## src/rtl/noc_pkg.sv

```systemverilog
// Shared NoC ejection definitions: flit layout, flit type encodings and VC count.
// Flit = {type[1:0], reserved, payload[31:0]}.
package noc_pkg;

  localparam int FLIT_W    = 35;
  localparam int PAYLOAD_W = 32;
  localparam int TYPE_HI   = 34;
  localparam int TYPE_LO   = 33;
  localparam int RSVD_BIT  = 32;
  localparam int NUM_VC    = 2;

  typedef enum logic [1:0] {
    FT_BODY = 2'b00,
    FT_HEAD = 2'b01,
    FT_TAIL = 2'b10,
    FT_HT   = 2'b11
  } flit_type_e;

  typedef struct packed {
    flit_type_e             ftype;
    logic                   rsvd;
    logic [PAYLOAD_W-1:0]   payload;
  } flit_t;

endpackage

```

## src/rtl/noc_vc_fifo.sv

```systemverilog
// Per-VC registered flit FIFO: write visible one cycle later, head shown combinationally.
// A write while full is only taken when the same edge also reads; otherwise the caller drops it.
module noc_vc_fifo
  import noc_pkg::*;
#(
  parameter int DEPTH = 4
) (
  input  logic              clk,
  input  logic              rst_,
  input  logic              wr_en,
  input  logic [FLIT_W-1:0] wr_dat,
  input  logic              rd_en,
  output logic              full,
  output logic              empty,
  output logic [FLIT_W-1:0] head_dat
);

  localparam int PW = $clog2(DEPTH);
  localparam int CW = $clog2(DEPTH + 1);

  logic [FLIT_W-1:0] mem [DEPTH];
  logic [PW-1:0]     wr_ptr;
  logic [PW-1:0]     rd_ptr;
  logic [CW-1:0]     count;
  logic              do_rd;
  logic              do_wr;

  assign full     = (count == CW'(DEPTH));
  assign empty    = (count == '0);
  assign do_rd    = rd_en && !empty;
  assign do_wr    = wr_en && (!full || do_rd);
  assign head_dat = mem[rd_ptr];

  // DEPTH is a power of two, so the pointers wrap modulo DEPTH on their own.
  always_ff @(posedge clk or negedge rst_) begin
    if (!rst_) begin
      wr_ptr <= '0;
      rd_ptr <= '0;
      count  <= '0;
    end else begin
      if (do_wr) wr_ptr <= wr_ptr + PW'(1);
      if (do_rd) rd_ptr <= rd_ptr + PW'(1);
      case ({do_wr, do_rd})
        2'b10:   count <= count + CW'(1);
        2'b01:   count <= count - CW'(1);
        default: count <= count;
      endcase
    end
  end

  always_ff @(posedge clk) begin
    if (do_wr) mem[wr_ptr] <= wr_dat;
  end

endmodule

```

## src/rtl/noc_eject_buffer.sv

```systemverilog
// Ejection buffer: per-VC FIFOs, round-robin per-flit output, credit (oack) and packet lock (olck).
// Output appears the cycle after the write; a stalled output holds its VC and flit until accepted.
module noc_eject_buffer
  import noc_pkg::*;
#(
  parameter int DEPTH  = 4,
  parameter int NUM_VC = noc_pkg::NUM_VC
) (
  input  logic              clk,
  input  logic              rst_,
  input  logic [FLIT_W-1:0] idata,
  input  logic              ivalid,
  input  logic              ivch,
  output logic [NUM_VC-1:0] oack,
  output logic [NUM_VC-1:0] olck,
  output logic [FLIT_W-1:0] odata,
  output logic              ovalid,
  output logic              ovch,
  input  logic              iready,
  output logic              err_ovf
);

  logic [NUM_VC-1:0] wr_en;
  logic [NUM_VC-1:0] wr_ok;
  logic [NUM_VC-1:0] drop;
  logic [NUM_VC-1:0] rd_en;
  logic [NUM_VC-1:0] full;
  logic [NUM_VC-1:0] empty;
  logic [NUM_VC-1:0] head_wr;
  logic [NUM_VC-1:0] tail_deq;
  logic [FLIT_W-1:0] head_dat [NUM_VC];

  logic       prio;
  logic       hold_vld;
  logic       hold_vc;
  logic       rr_sel;
  logic       sel;
  logic       xfer;
  flit_type_e in_type;

  assign in_type = flit_type_e'(idata[TYPE_HI:TYPE_LO]);

  for (genvar v = 0; v < NUM_VC; v++) begin : g_vc
    assign wr_en[v]    = ivalid && (ivch == 1'(v));
    assign wr_ok[v]    = wr_en[v] && (!full[v] || rd_en[v]);
    assign drop[v]     = wr_en[v] && full[v] && !rd_en[v];
    assign head_wr[v]  = wr_ok[v] && (in_type == FT_HEAD);
    assign tail_deq[v] = rd_en[v] &&
                         (flit_type_e'(head_dat[v][TYPE_HI:TYPE_LO]) == FT_TAIL);

    noc_vc_fifo #(
      .DEPTH (DEPTH)
    ) u_fifo (
      .clk      (clk),
      .rst_     (rst_),
      .wr_en    (wr_en[v]),
      .wr_dat   (idata),
      .rd_en    (rd_en[v]),
      .full     (full[v]),
      .empty    (empty[v]),
      .head_dat (head_dat[v])
    );
  end

  // A stalled offer keeps its VC so odata/ovch cannot move under backpressure.
  always_comb begin
    rr_sel = prio;
    if (empty[prio]) rr_sel = ~prio;
    sel    = hold_vld ? hold_vc : rr_sel;
    ovalid = !empty[sel];
    xfer   = ovalid && iready;
    rd_en  = '0;
    if (xfer) rd_en[sel] = 1'b1;
    odata  = ovalid ? head_dat[sel] : '0;
    ovch   = ovalid ? sel : 1'b0;
  end

  always_ff @(posedge clk or negedge rst_) begin
    if (!rst_) begin
      prio     <= 1'b0;
      hold_vld <= 1'b0;
      hold_vc  <= 1'b0;
      oack     <= '0;
      olck     <= '0;
      err_ovf  <= 1'b0;
    end else begin
      if (xfer) prio <= ~sel;
      hold_vld <= ovalid && !iready;
      hold_vc  <= sel;
      oack     <= rd_en;
      // Head set wins over a same-edge tail clear.
      olck     <= (olck & ~tail_deq) | head_wr;
      if (|drop) err_ovf <= 1'b1;
    end
  end

  assert property (@(posedge clk) disable iff (!rst_)
                   (ovalid && !iready) |=> (ovalid && $stable(odata) && $stable(ovch)));

endmodule

```

## config.mk

```make
export PLATFORM = sky130hd
export DESIGN_NAME = noc_eject_buffer
export DESIGN_NICKNAME = d
export VERILOG_FILES = /design/src/rtl/noc_pkg.sv /design/src/rtl/noc_vc_fifo.sv /design/src/rtl/noc_eject_buffer.sv
export SDC_FILE = /design/constraint.sdc
export NUM_CORES = 1
export LEC_CHECK = 0
export BUFFER_PORTS_ARGS = -buffer_cell sky130_fd_sc_hd__buf_2
export CAP_MARGIN = 20
export CORE_ASPECT_RATIO = 1.25
export CORE_MARGIN = 2
export CORE_UTILIZATION = 35
export DETAILED_ROUTE_END_ITERATION = 10
export PLACE_DENSITY = 0.54
export SYNTH_ARGS = -nofsm -noshare
export SYNTH_HDL_FRONTEND = slang
export SYNTH_SLANG_ARGS = --single-unit
```

## constraint.sdc

```tcl
create_clock -name clk -period 4.05 [get_ports clk]
set_input_delay 0.81 -clock clk [delete_from_list [all_inputs] [get_ports clk]]
set_output_delay 0.81 -clock clk [all_outputs]
set_load 0.1 [all_outputs]
```

Word-level counts from Yosys, hierarchy flattened
Memory sizes are Yosys's and may differ from the RTL's.
Cells that the tools add are included.
{"block": "totals", "in_bits": 40, "mem_count": 2, "ram_bits": 280, "word_cells": 98, "reg_bits": 22}
{"memory": "g_vc[0].u_fifo.mem", "depth": 4, "word_bits": 35, "rd": 1, "rd_ports_with_merged_regs": 0, "wr": 1, "line_no": "noc_vc_fifo.sv:21", "source": "logic [FLIT_W-1:0] mem [DEPTH];"}
{"memory": "g_vc[1].u_fifo.mem", "depth": 4, "word_bits": 35, "rd": 1, "rd_ports_with_merged_regs": 0, "wr": 1, "line_no": "noc_vc_fifo.sv:21"}
{"block": "classes", "n_addsub": 8, "n_reduce_logical": 36, "muxes": 20, "magnitude_cmp": 4, "n_eq_ne": 9, "n_bitwise": 7}
{"cell": "35-bit 2-to-1 mux", "n": 4}
{"cell": "1-bit logical AND", "n": 19}
{"cell": "1-bit 2-to-1 mux", "n": 12}
{"cell": "3-bit one-hot mux with 2 select lines", "n": 2}
{"cell": "2-bit by 1-bit adder with 2-bit output, second input constant", "n": 4}
{"cell": "2-bit == test, second input constant", "n": 4}
{"cell": "1-bit zero test", "n": 8}
{"cell": "3-bit by 1-bit adder with 3-bit output, second input constant", "n": 2}
{"cell": "2-bit by 1-bit == test with 1-bit output, second input constant", "n": 3}
{"cell": "3-bit == test, second input constant", "n": 2}
{"cell": "3-bit zero test", "n": 2}
{"cell": "3-bit by 1-bit subtractor with 3-bit output, second input constant", "n": 2}
{"cell": "1-bit logical OR", "n": 4}
{"cell": "1-bit by 2-bit < comparator with 1-bit output, second input constant", "n": 2}
{"cell": "2-bit nonzero test", "n": 2}
{"cell": "1-bit inverter", "n": 3}
{"cell": "2-bit bitwise AND", "n": 1}
{"cell": "2-bit >= comparator, second input constant", "n": 1}
{"cell": "2-bit 2-to-1 mux", "n": 1}
{"cell": "1-bit inverter with 2-bit output", "n": 1}
{"cell": "2-bit inverter", "n": 1}
{"cell": "2-bit bitwise OR", "n": 1}
{"cell": "2-bit OR reduction", "n": 1}
{"cell": "1-bit demux with 1-bit select", "n": 1}
{"cell": "1-bit >= comparator, second input constant", "n": 1}

Depth between registers and ports, before layout
Gate-level depths: netlist of the first run.
{"block": "depth", "ltp_word": 15, "depth_mapped": 11}

Modules after synthesis
Synthesis of the first run repeated with hierarchy kept, for this count alone.
{"block": "unflattened", "cells_unflattened": 711, "hier_area_um2": 13249.0}
{"module": "noc_vc_fifo (g_vc[1].u_fifo)", "area_per_inst_um2": 5547.8, "seq_area_each_um2": 4379.2, "n_inst": 1, "cells_each": 234}
{"module": "noc_vc_fifo (g_vc[0].u_fifo)", "area_per_inst_um2": 5474.0, "seq_area_each_um2": 4379.2, "n_inst": 1, "cells_each": 222}
{"module": "noc_eject_buffer", "area_per_inst_um2": 2227.1, "seq_area_each_um2": 200.2, "n_inst": 1, "cells_each": 255}

Least setup slack after synthesis of the first run
No wires, ideal clock.
{"block": "synth_path", "kind": "flip-flop to output port", "from": "register g_vc[0].u_fifo.count[2]", "to": "output odata[10]", "path_stages_with_launch": 7, "slack_ns": 0.358, "required_ns": 3.240, "n_path_buf": 2, "t_arrival_ns": 2.882, "cell_sequence": "dfrtp_1 > or3_1 > buf_4 > nor2_4 > clkbuf_2 > o21ai_0 > a21oi_1"}
{"block": "synth_via", "elab_chain_cells": 10, "word_cells_on_any_way": 12, "classes_between": "mux (10); bitwise (1); reduce/logical (1)"}
{"item": "start: declaration", "line_no": "noc_vc_fifo.sv:24", "source": "logic [CW-1:0] count;"}
{"item": "start signal: assignment", "line_no": "noc_vc_fifo.sv:44", "source": "2'b10: count <= count + CW'(1);"}
{"item": "start signal: assignment", "line_no": "noc_vc_fifo.sv:45", "source": "2'b01: count <= count - CW'(1);"}
{"item": "start signal: assignment", "line_no": "noc_vc_fifo.sv:46", "source": "default: count <= count;"}
{"item": "3-bit zero test (*)", "line_no": "noc_vc_fifo.sv:29", "source": "assign empty = (count == '0);"}
{"item": "1-bit 2-to-1 mux (implied by the code) (2 in series)", "line_no": "noc_eject_buffer.sv:68", "source": "if (empty[prio]) rr_sel = ~prio;"}
{"item": "1-bit 2-to-1 mux", "line_no": "noc_eject_buffer.sv:68"}
{"item": "1-bit 2-to-1 mux", "line_no": "noc_eject_buffer.sv:69", "source": "sel = hold_vld ? hold_vc : rr_sel;"}
{"item": "1-bit inverter with 2-bit output (implied by the code)", "line_no": "noc_eject_buffer.sv:74", "source": "odata = ovalid ? head_dat[sel] : '0;"}
{"item": "35-bit 2-to-1 mux (implied by the code) (3 in series)", "line_no": "noc_eject_buffer.sv:74"}
{"item": "35-bit 2-to-1 mux (*)", "line_no": "noc_eject_buffer.sv:74"}
{"item": "end: declaration", "line_no": "noc_eject_buffer.sv:16", "source": "output logic [FLIT_W-1:0] odata,"}
Every way passes the cells marked *; elsewhere a longest branch is shown, timed or not. The select of a mux whose other input is x is not followed.

Final worst setup path of the first run
{"block": "layout_path", "from": "register g_vc[0].u_fifo.count[2]", "to": "output odata[14]"}
The elaborated chain is that of the path after synthesis.

==> metrics.txt, run 1 <==
status completed; min Tclk post-route 3960 ps; die area between 30000 and 40000 µm²; Worst Setup SP g_vc[0].u_fifo.count[2]$_DFFE_PN0P_; post-synthesis adder-cell area fraction roughly 1.4%; Post-synth EDFFs between 200 and 300; initial cell density of the core about 36%; Worst-Margin Slew 1100 ps; Worst Path Arrival approximately 3200 ps; Synth Register Bits just over 300; Cell Rows 75; synth warn 0; GPL Wtd Cong 0.710; Post-DP Area 13100 µm²; type of origin of the critical path register; multi-input logic area 2850 µm²; CP Class register to output port; Synth-to-Final Area Change 17.1%; Worst R2R Path Depth 5; Setup crit end kind output port; Max stage delay cell, worst path or3_1; most common cell after layout, fill and taps aside edfxtp_1; most frequent cells in the layout 280 x edfxtp_1, 74 x buf_2, 70 x mux4_2, 36 x nand3_1, 36 x a21oi_1; Top FF cell, synth edfxtp_1; setup tns final 0 ps; DP Cell Count between 1000 and 1500; First-pass DRT Iterations 5; largest net degree at the start of global routing 37; grt total ovfl 0; mux cell area share after synthesis 13.6%; CTS tree done; CP bufs+invs 2; Synth Area in Compound Gates 4.56%; maximum fanout along the worst path 13; synthesized instance count between 600 and 700; Via density between 5 and 6; Port-buffer cells between 80 and 90; CP Cell Sequence or3_1 > nor2_4 > buf_4 > o21ai_0 > a21oi_1 > buf_4; highest achievable clock rate ~0.25 GHz; Crit path required time between 3000 and 4000 ps; clock tree buffer depth 3; final net count ~770; Post-DRT Antenna Nets 0; routed wire length around 28 mm; design area roughly 14000 µm²; initial antenna violation count 1; MaxCap Viol Count 0; worst r2r src g_vc[1].u_fifo.count[1]$_DFFE_PN0P_; Setup Buffers After CTS 0; mapped cell area about 12000 µm²; post-synthesis simple-gate area fraction under 10%; worst rel slew slack 26.7%; TritonCTS Buffers 30; most frequent CP cell buf_4; Synth cell types between 40 and 50; GRT Util Overall 15.6%; main combinational cell family by area after synthesis multiplexers; routed len/inst around 24 µm; RSZ-0062 raised after global routing no; DRT iter0 DRCs ~500; TritonCTS Sinks roughly 300; Residual DRC 0; FF/Latch Area around 9000 µm²; vias in the first global route between 6000 and 7000; clock slew at reported path FFs 60 ps; HP Class input pin to asynchronous set/reset pin; Synth Area per Inst slightly below 20 µm²; Final Hold Viols 0; CP top delay family simple AND/OR/NAND/NOR gates; Critical R2R Capture g_vc[0].u_fifo.mem[1][12]$_DFFE_PP_; Clock Latency Late Sink ~570 ps; Synth Net Count approximately 660; Final Cycle Share a little over nine tenths; sequential element share of the synthesized area 74.5%; slowest cell delay on critical path between 500 and 600 ps; DIE WIDTH around 170 µm; R2R Setup Slk ~1100 ps; H-tree depth 1; n_diodes 0; Post-Synth XOR/XNOR Area less than 1%; Async SR Flop Fraction under 10%; first-pass GRT wire length slightly above 40 mm; share of layout cells above drive strength 1 between 30% and 40%; # setup viols final 0; Final Instance Count excl. Fillers around 1200; dpl hpwl 16.7 mm; DR vias 6173; Core ar. between 30000 and 40000 µm²; Post-Route Skew about 21 ps; number of fill cells 2926; Die Span Y ~210 µm; max-slew violations 0; IO Pins 82; clock root buffer clkbuf_16
## Yosys cell counts, drive strengths merged, types with 3 or more instances
master,count,area (µm²)
inv,17,63.8
clkbuf,15,60.1
nor2,7,33.8
nand3,36,180
and2,8,50.1
or3,3,23.8
buf,19,121
dfrtp,22,551
a21oi,36,180
xor2,5,43.8
mux4,70,1580
xnor2,7,61.3
ha,10,125
o21ai,38,194
edfxtp,280,8410
nand2,9,33.8
## layout make-up
cell class              instances  area share (%)
clock buffers                  37            5.66
clock inverters                19            1.21
inverters                      17           0.453
multi-input cells             255            20.2
flip-flops and latches        302            63.7
well taps                     423            3.76
repair buffers                107            5.01
## metrics by stage
step	hold slack [ps]	utilization, %	worst slack [ps]
2_1_floorplan	502	-	358
3_3_place_gp	459	38.9	559
3_5_place_dp	475	38.9	550
4_1_cts	214	41.7	8.02
5_1_grt	251	41.8	6.34
6_report	231	41.8	90.9
## metal layers
| layer | wire length, µm | part of all wire [%] | track usage (%) |
|---|---|---|---|
| met1 | 11400 | 41 | 20.1 |
| met3 | 1670 | 6.0 | 2.59 |
| met2 | 14400 | 52 | 27.3 |
| met5 | 13 | 0.047 | 0 |
| met4 | 441 | 1.6 | 4.16 |
## cells by family (layout without fill, tap and decap cells)
| family | after synthesis | count (layout) |
|---|---|---|
| xor gates and xnor gates | 12 | 12 |
| and+or+nand+nor | 70 | 70 |
| DFF | 302 | 302 |
| adders and majority gates | 12 | 12 |
| muxes | 74 | 74 |
| buffers and inverters | 51 | 180 |
| AOI/OAI and AO/OA | 86 | 87 |
## flip-flops by register name, indices dropped and copies added, names as in the netlist
register / cells
g_vc.u_fifo.mem: 280
hold_vld: 1
g_vc.u_fifo.wr_ptr: 4
oack: 2
g_vc.u_fifo.count: 6
olck: 2
prio: 1
g_vc.u_fifo.rd_ptr: 4
err_ovf: 1
hold_vc: 1
## worst max path at each step
stage                endpoint  slack (ps)  depth (start not counted)
floorplan           odata[10]         360                          6
global placement    odata[14]         560                          6
detailed placement  odata[14]         550                          6
CTS                 odata[33]           8                          6
global route         odata[4]           6                          6
finish              odata[14]          90                          6
## repair_timing
| action | in CTS | in global routing |
|---|---|---|
| resized for setup | 2 | 3 |
| cloned | 0 | 1 |
| endpoints found under the setup margin | 2 | 6 |
| hold buffers | 0 | 0 |
| pin swaps | 0 | 1 |
Power of run 1 is not shown: default switching activity piles up to over one toggle a cycle in this logic, so the estimate is an artifact.
==> inputs of run 2 (changes only) <==
--- a/config.mk
+++ b/config.mk
@@ -5,7 +5,7 @@
 export SDC_FILE = /design/constraint.sdc
 export NUM_CORES = 1
 export LEC_CHECK = 0
-export BUFFER_PORTS_ARGS = -buffer_cell sky130_fd_sc_hd__buf_2
+export BUFFER_PORTS_ARGS = -buffer_cell sky130_fd_sc_hd__clkbuf_2
 export CAP_MARGIN = 20
 export CORE_ASPECT_RATIO = 1.25
 export CORE_MARGIN = 2
==> run 2 against run 1 <==
Against the previous run:
- clock-buffer cell count fell by 6
- core utilization up 0.44 points
- highest routed layer unchanged
- worst setup slack gained 140 ps
- critical path type unchanged
- sequential share of layout area fell by 0.66 points
- flip-flop and latch count unchanged
- critical path depth did not move
- final cell count decreased by 0.26%
- clock skew up 4.9 ps
- global-route usage barely moved
==> metrics.txt, run 2 (synthesis results as in run 1) <==
routed wire length between 20 and 30 mm; TritonCTS Buffers 30; largest reg by FF count g_vc.u_fifo.mem; Final Cycle Share a little over nine tenths; Post-DRT Antenna Nets 0; MaxCap Viol Count 0; first-pass GRT wire length 41.2 mm; routed len/inst 23.6 µm; Worst Path Arrival 3010 ps; type of origin of the critical path register; max-slew violations 0; Post-Route Skew approximately 26 ps; highest achievable clock rate 0.262 GHz; GRT Util Overall 15.6%; # setup viols final 0; most common cell after layout, fill and taps aside edfxtp_1; number of fill cells 2891; slowest cell delay on critical path around 570 ps; dpl hpwl 16.0 mm; Core ar. approximately 34000 µm²; setup tns final 0 ps; max reg flops 280; DRT iter0 DRCs just under 500; TritonCTS Sinks 302; IO Pins between 80 and 90; H-tree depth 1; CTS tree done; HP Class input pin to asynchronous set/reset pin; min Tclk post-route around 3800 ps; most frequent cells in the layout 280 x edfxtp_1, 77 x clkbuf_2, 70 x mux4_2, 36 x nand3_1, 36 x a21oi_1; Max stage delay cell, worst path or3_1; clock slew at reported path FFs 70 ps; Final Util between 40% and 50%; n_diodes 0; DR vias about 6000; CP bufs+invs 2; maximum fanout along the worst path 37; First-pass DRT Iterations 5; Port-buffer cells 81; Final Instance Count excl. Fillers between 1000 and 1500; die area 35900 µm²; CP top delay family buffers and inverters; Setup crit end kind output port; Crit path required time roughly 3200 ps; vias in the first global route roughly 6700; design area between 10000 and 15000 µm²; GPL Wtd Cong between 0.7 and 0.8; largest net degree at the start of global routing 38; Synth-to-Final Area Change 18.3%; DIE WIDTH roughly 170 µm; Final Hold Viols 0; Top Registers g_vc.u_fifo.mem (280), g_vc.u_fifo.count (6); Clock Latency Late Sink between 500 and 600 ps; Cell Rows 75; status completed; Residual DRC 0; CP Cell Sequence or3_1 > mux2i_4 > o2bb2ai_4 > buf_4 > a21oi_1 > clkbuf_2; CP Class register to output port; initial antenna violation count 1; share of layout cells above drive strength 1 34.3%; clock root buffer clkbuf_16; DP Cell Count 1100; Worst-Margin Slew about 650 ps; Post-DP Area 13100 µm²; initial cell density of the core ~36%; Via density about 5.3; clock tree buffer depth 3; Die Span Y around 210 µm; RSZ-0062 raised after global routing no; worst rel slew slack between 50% and 60%; final net count 762; grt total ovfl 0
run 2: changes by cell type in the layout (fill, tap and decap cells not counted), sizes merged:
cell / delta
clkinv: -4
inv: +1
o21ai: -1
clkinvlp: +2
clkbuf: +68
bufinv: +7
buf: -76
run 2: path summary, 6_finish.rpt:
| check | start | cells after the start | slack, ps | to |
|---|---|---|---|---|
| max in group asynchronous | rst_ | 1 | 3370 | g_vc[1].u_fifo.rd_ptr[0]$_DFFE_PN0P_ |
| hold / removal | rst_ | 1 | 230 | oack[0]$_DFF_PN0_ |
| setup reg to reg | hold_vld$_DFF_PN0_ | 10 | 1340 | g_vc[1].u_fifo.count[2]$_DFFE_PN0P_ |
| min in group clk | iready | 2 | 460 | hold_vld$_DFF_PN0_ |
| hold reg to reg | err_ovf$_DFFE_PN0P_ | 1 | 490 | err_ovf$_DFFE_PN0P_ |
| setup / recovery | g_vc[0].u_fifo.count[2]$_DFFE_PN0P_ | 6 | 230 | odata[29] |
run 2: stage by stage:
step	hold slack [ps]	setup slack, ps
after global routing	269	95.7
after floorplan	502	358
after CTS	235	45.1
after detailed placement	465	666
after global placement	463	744
final	226	227
run 2: area by class of cell:
| class | count | area, µm² | area share (%) |
|---|---|---|---|
| Sequential cell | 302 | 8960 | 63.0 |
| Clock inverter | 25 | 370 | 2.60 |
| Clock buffer | 31 | 776 | 5.45 |
| Timing Repair Buffer | 105 | 683 | 4.80 |
| Inverter | 17 | 63.8 | 0.449 |
| Multi-Input combinational cell | 254 | 2840 | 20.0 |
| Tap cell | 423 | 529 | 3.72 |
run 2: worst register-to-register path: stages (launching register included):
cell and delay [ps]:
dfrtp_1 540, or2_1 350, o2111ai_2 420, a31oi_4 200
inv_1 90, ha_1 180, inv_1 60, fa_1 380
xor2_1 150, nor2_1 110, xor2_1 170
run 2: what timing repair did:
action | CTS | global route
endpoints found under the hold margin | 0 | 0
endpoints found under the setup margin | 0 | 15
buffers inserted | 0 | 1
hold buffers | 0 | 0
gates resized for setup | 0 | 1
run 2: metal layers:
metal,vias to the layer above,wire length [µm],global-route usage [%]
li1,2668,-,-
met1,3200,11200,20.0
met2,169,14100,27.2
met3,37,1470,2.49
met4,2,522,5.01
met5,-,16,0
Power of run 2 is left out for the same reason.
==> inputs of run 3 (changes only) <==
--- a/config.mk
+++ b/config.mk
@@ -7,11 +7,12 @@
 export LEC_CHECK = 0
 export BUFFER_PORTS_ARGS = -buffer_cell sky130_fd_sc_hd__clkbuf_2
 export CAP_MARGIN = 20
-export CORE_ASPECT_RATIO = 1.25
+export CORE_ASPECT_RATIO = 1.75
 export CORE_MARGIN = 2
 export CORE_UTILIZATION = 35
 export DETAILED_ROUTE_END_ITERATION = 10
 export PLACE_DENSITY = 0.54
 export SYNTH_ARGS = -nofsm -noshare
 export SYNTH_HDL_FRONTEND = slang
+export SYNTH_HIERARCHICAL = 1
 export SYNTH_SLANG_ARGS = --single-unit
==> run 3 against run 2 <==
Against the previous run:
- flip-flop and latch count stayed put
- synthesized cell count increased by 17%
- clock-buffer cell count grew 8
- non-clock buffer count increased by 16
- critical path depth is the same
- clock skew is 16 ps lower
- critical path type unchanged
- global-route usage grew 1.4 points
- worst setup slack improved by 110 ps
- core utilization grew 0.22 points
==> metrics.txt, run 3 <==
DR vias about 7100; vias in the first global route 7618; status completed; most frequent CP cell buf_4; Port-buffer cells 81; synth warn 6; Post-Route Skew ~9.7 ps; largest area contributor in the netlist edfxtp_1; maximum fanout along the worst path 22; GRT Util Overall between 10% and 20%; H-tree depth 1; min Tclk post-route ~3700 ps; Worst Hold Slack roughly 280 ps; first-pass GRT wire length slightly below 50 mm; CTS Hold Buffers Added 0; largest reg by FF count g_vc.u_fifo/mem; most common cell after layout, fill and taps aside edfxtp_1; Final Cycle Share between 90% and 100%; Setup crit end kind output port; setup tns final 0 ps; worst rel slew slack between 50% and 60%; Worst Setup SP hold_vld$_DFF_PN0_; largest net degree at the start of global routing 36; CP Class register to output port; clock slew at reported path FFs around 70 ps; die area 39500 µm²; max-slew violations 0; First-pass DRT Iterations 5; RSZ-0062 raised after global routing no; routed len/inst roughly 25 µm; # setup viols final 0; Worst-Margin Slew approximately 700 ps; Cell Rows 94; Worst Path Arrival around 2900 ps; Synth Net Count ~760; Crit path required time between 3000 and 4000 ps; Synth Register Bits 302; Final Worst Setup Slack about 330 ps; Clock Latency Late Sink between 500 and 600 ps; type of origin of the critical path register; Async SR Flop Fraction under 10%; grt total ovfl 0; number of fill cells 3266; routed wire length 33.1 mm; mapped cell area between 10000 and 15000 µm²; DRT iter0 DRCs 472; Final Hold Viols 0; initial cell density of the core a little over a third; cell with the most instances after synthesis edfxtp_1; DIE WIDTH approximately 150 µm; Setup Buffers After CTS 0; Residual DRC 0; design area ~16000 µm²; sequential element share of the synthesized area between 60% and 70%; final net count approximately 860; Synth cell types 56; Synth-to-Final Area Change 20.2%; Synth area leaders edfxtp_1 63%, mux4_2 12%, dfrtp_1 4.2%; MaxCap Viol Count 0; HP Class input pin to asynchronous set/reset pin; CTS tree done; dpl hpwl between 20 and 25 mm; Top Registers g_vc.u_fifo/mem (280), g_vc.u_fifo/count (6); Synth Area per Inst 18.6 µm²; clock tree buffer depth 3; worst slack, placed 906 ps; highest achievable clock rate around 0.27 GHz; Via density between 5 and 6; Post-synth EDFFs 280; GPL Wtd Cong about 0.72; TritonCTS Buffers 28; Post-CTS Resized 0; synthesized instance count roughly 710; Post-DRT Antenna Nets 0; IO Pins 82; worst r2r src hold_vld$_DFF_PN0_; Synth top cells by count 280 x edfxtp_1, 70 x mux4_2, 35 x a21boi_0, 35 x mux2i_1, 35 x o21a_1; Synth top area share about 63%; Die Span Y about 260 µm; CP Cell Sequence buf_4 > a211oi_4 > buf_4 > a22oi_1 > a211oi_2 > buf_12; TritonCTS Sinks a little over 300; Post-DP Area about 15000 µm²; initial antenna violation count 3; Top FF cell, synth edfxtp_1; slowest cell delay on critical path between 500 and 600 ps; max reg flops between 200 and 300; Max stage delay cell, worst path dfrtp_1; clock root buffer clkbuf_16; share of layout cells above drive strength 1 a little over a third; Core ar. 37500 µm²; most frequent cells in the layout 280 x edfxtp_1, 70 x mux4_2, 46 x clkbuf_2, 44 x buf_12
==> run 3: cell types whose count changed after synthesis, sizes merged, moves of 3 or more <==
cell and change:
a211oi +36, nand2 -4, mux2i +33, or3b +3
o21ai -35, nand3 -31, nor2b +6, buf +22
a22oi +36, a21oi -35, a21boi +35, o21a +36
clkbuf -5
==> run 3: cell type report <==
type	instances	area (µm²)	area share [%]
Inverter	18	67.6	0.424
Clock inverter	13	173	1.08
Multi-Input combinational cell	340	3980	25.0
Clock buffer	39	793	4.98
Sequential cell	302	8960	56.3
Tap cell	480	601	3.77
Timing Repair Buffer	121	1340	8.44
Antenna cell	3	7.51	0.0471
==> run 3: kinds of logic after synthesis <==
family                     count (synthesis)  share of synthesized area (%)
DFF                                      302                           67.6
buffers and inverters                     69                           2.84
adders and majority gates                 11                           1.15
and+or+nand+nor                           49                           2.30
xor gates and xnor gates                  11                          0.727
AOI/OAI and AO/OA                        162                           10.6
muxes                                    107                           14.8
==> run 3: worst max-delay path, delay by kind of cell, from the launching register on <==
family                 cells  cell delay (ps)
DFF                        1              560
buffers and inverters      3              900
AOI/OAI and AO/OA          3              880
==> run 3: final timing paths <==
path | end | slack, ps | cells past startpoint
setup reg to reg | g_vc[1].u_fifo/mem[1][16]$_DFFE_PP_ | 990 | 8
min in group clk | hold_vld$_DFF_PN0_ | 490 | 2
setup / recovery | odata[25] | 330 | 6
hold / removal | g_vc[1].u_fifo/wr_ptr[1]$_DFFE_PN0P_ | 280 | 1
hold reg to reg | err_ovf$_DFFE_PN0P_ | 490 | 1
max in group asynchronous | g_vc[0].u_fifo/rd_ptr[0]$_DFFE_PN0P_ | 3290 | 1
==> run 3: routing by layer <==
| metal | vias up | track usage, % | routed length (µm) |
|---|---|---|---|
| li1 | 3105 | - | - |
| met1 | 3761 | 20.2 | 12600 |
| met2 | 209 | 31.7 | 18100 |
| met3 | 56 | 2.06 | 1430 |
| met4 | 0 | 5.89 | 998 |
| met5 | - | 0 | 0 |
==> run 3: through the flow <==
step                std cells  util (%)
floorplan                 711         -
global placement         1261      39.9
detailed placement       1261      39.9
CTS                      1313      42.4
global route             1316      42.5
finish                   1316      42.5
Power of run 3 is left out for the same reason.
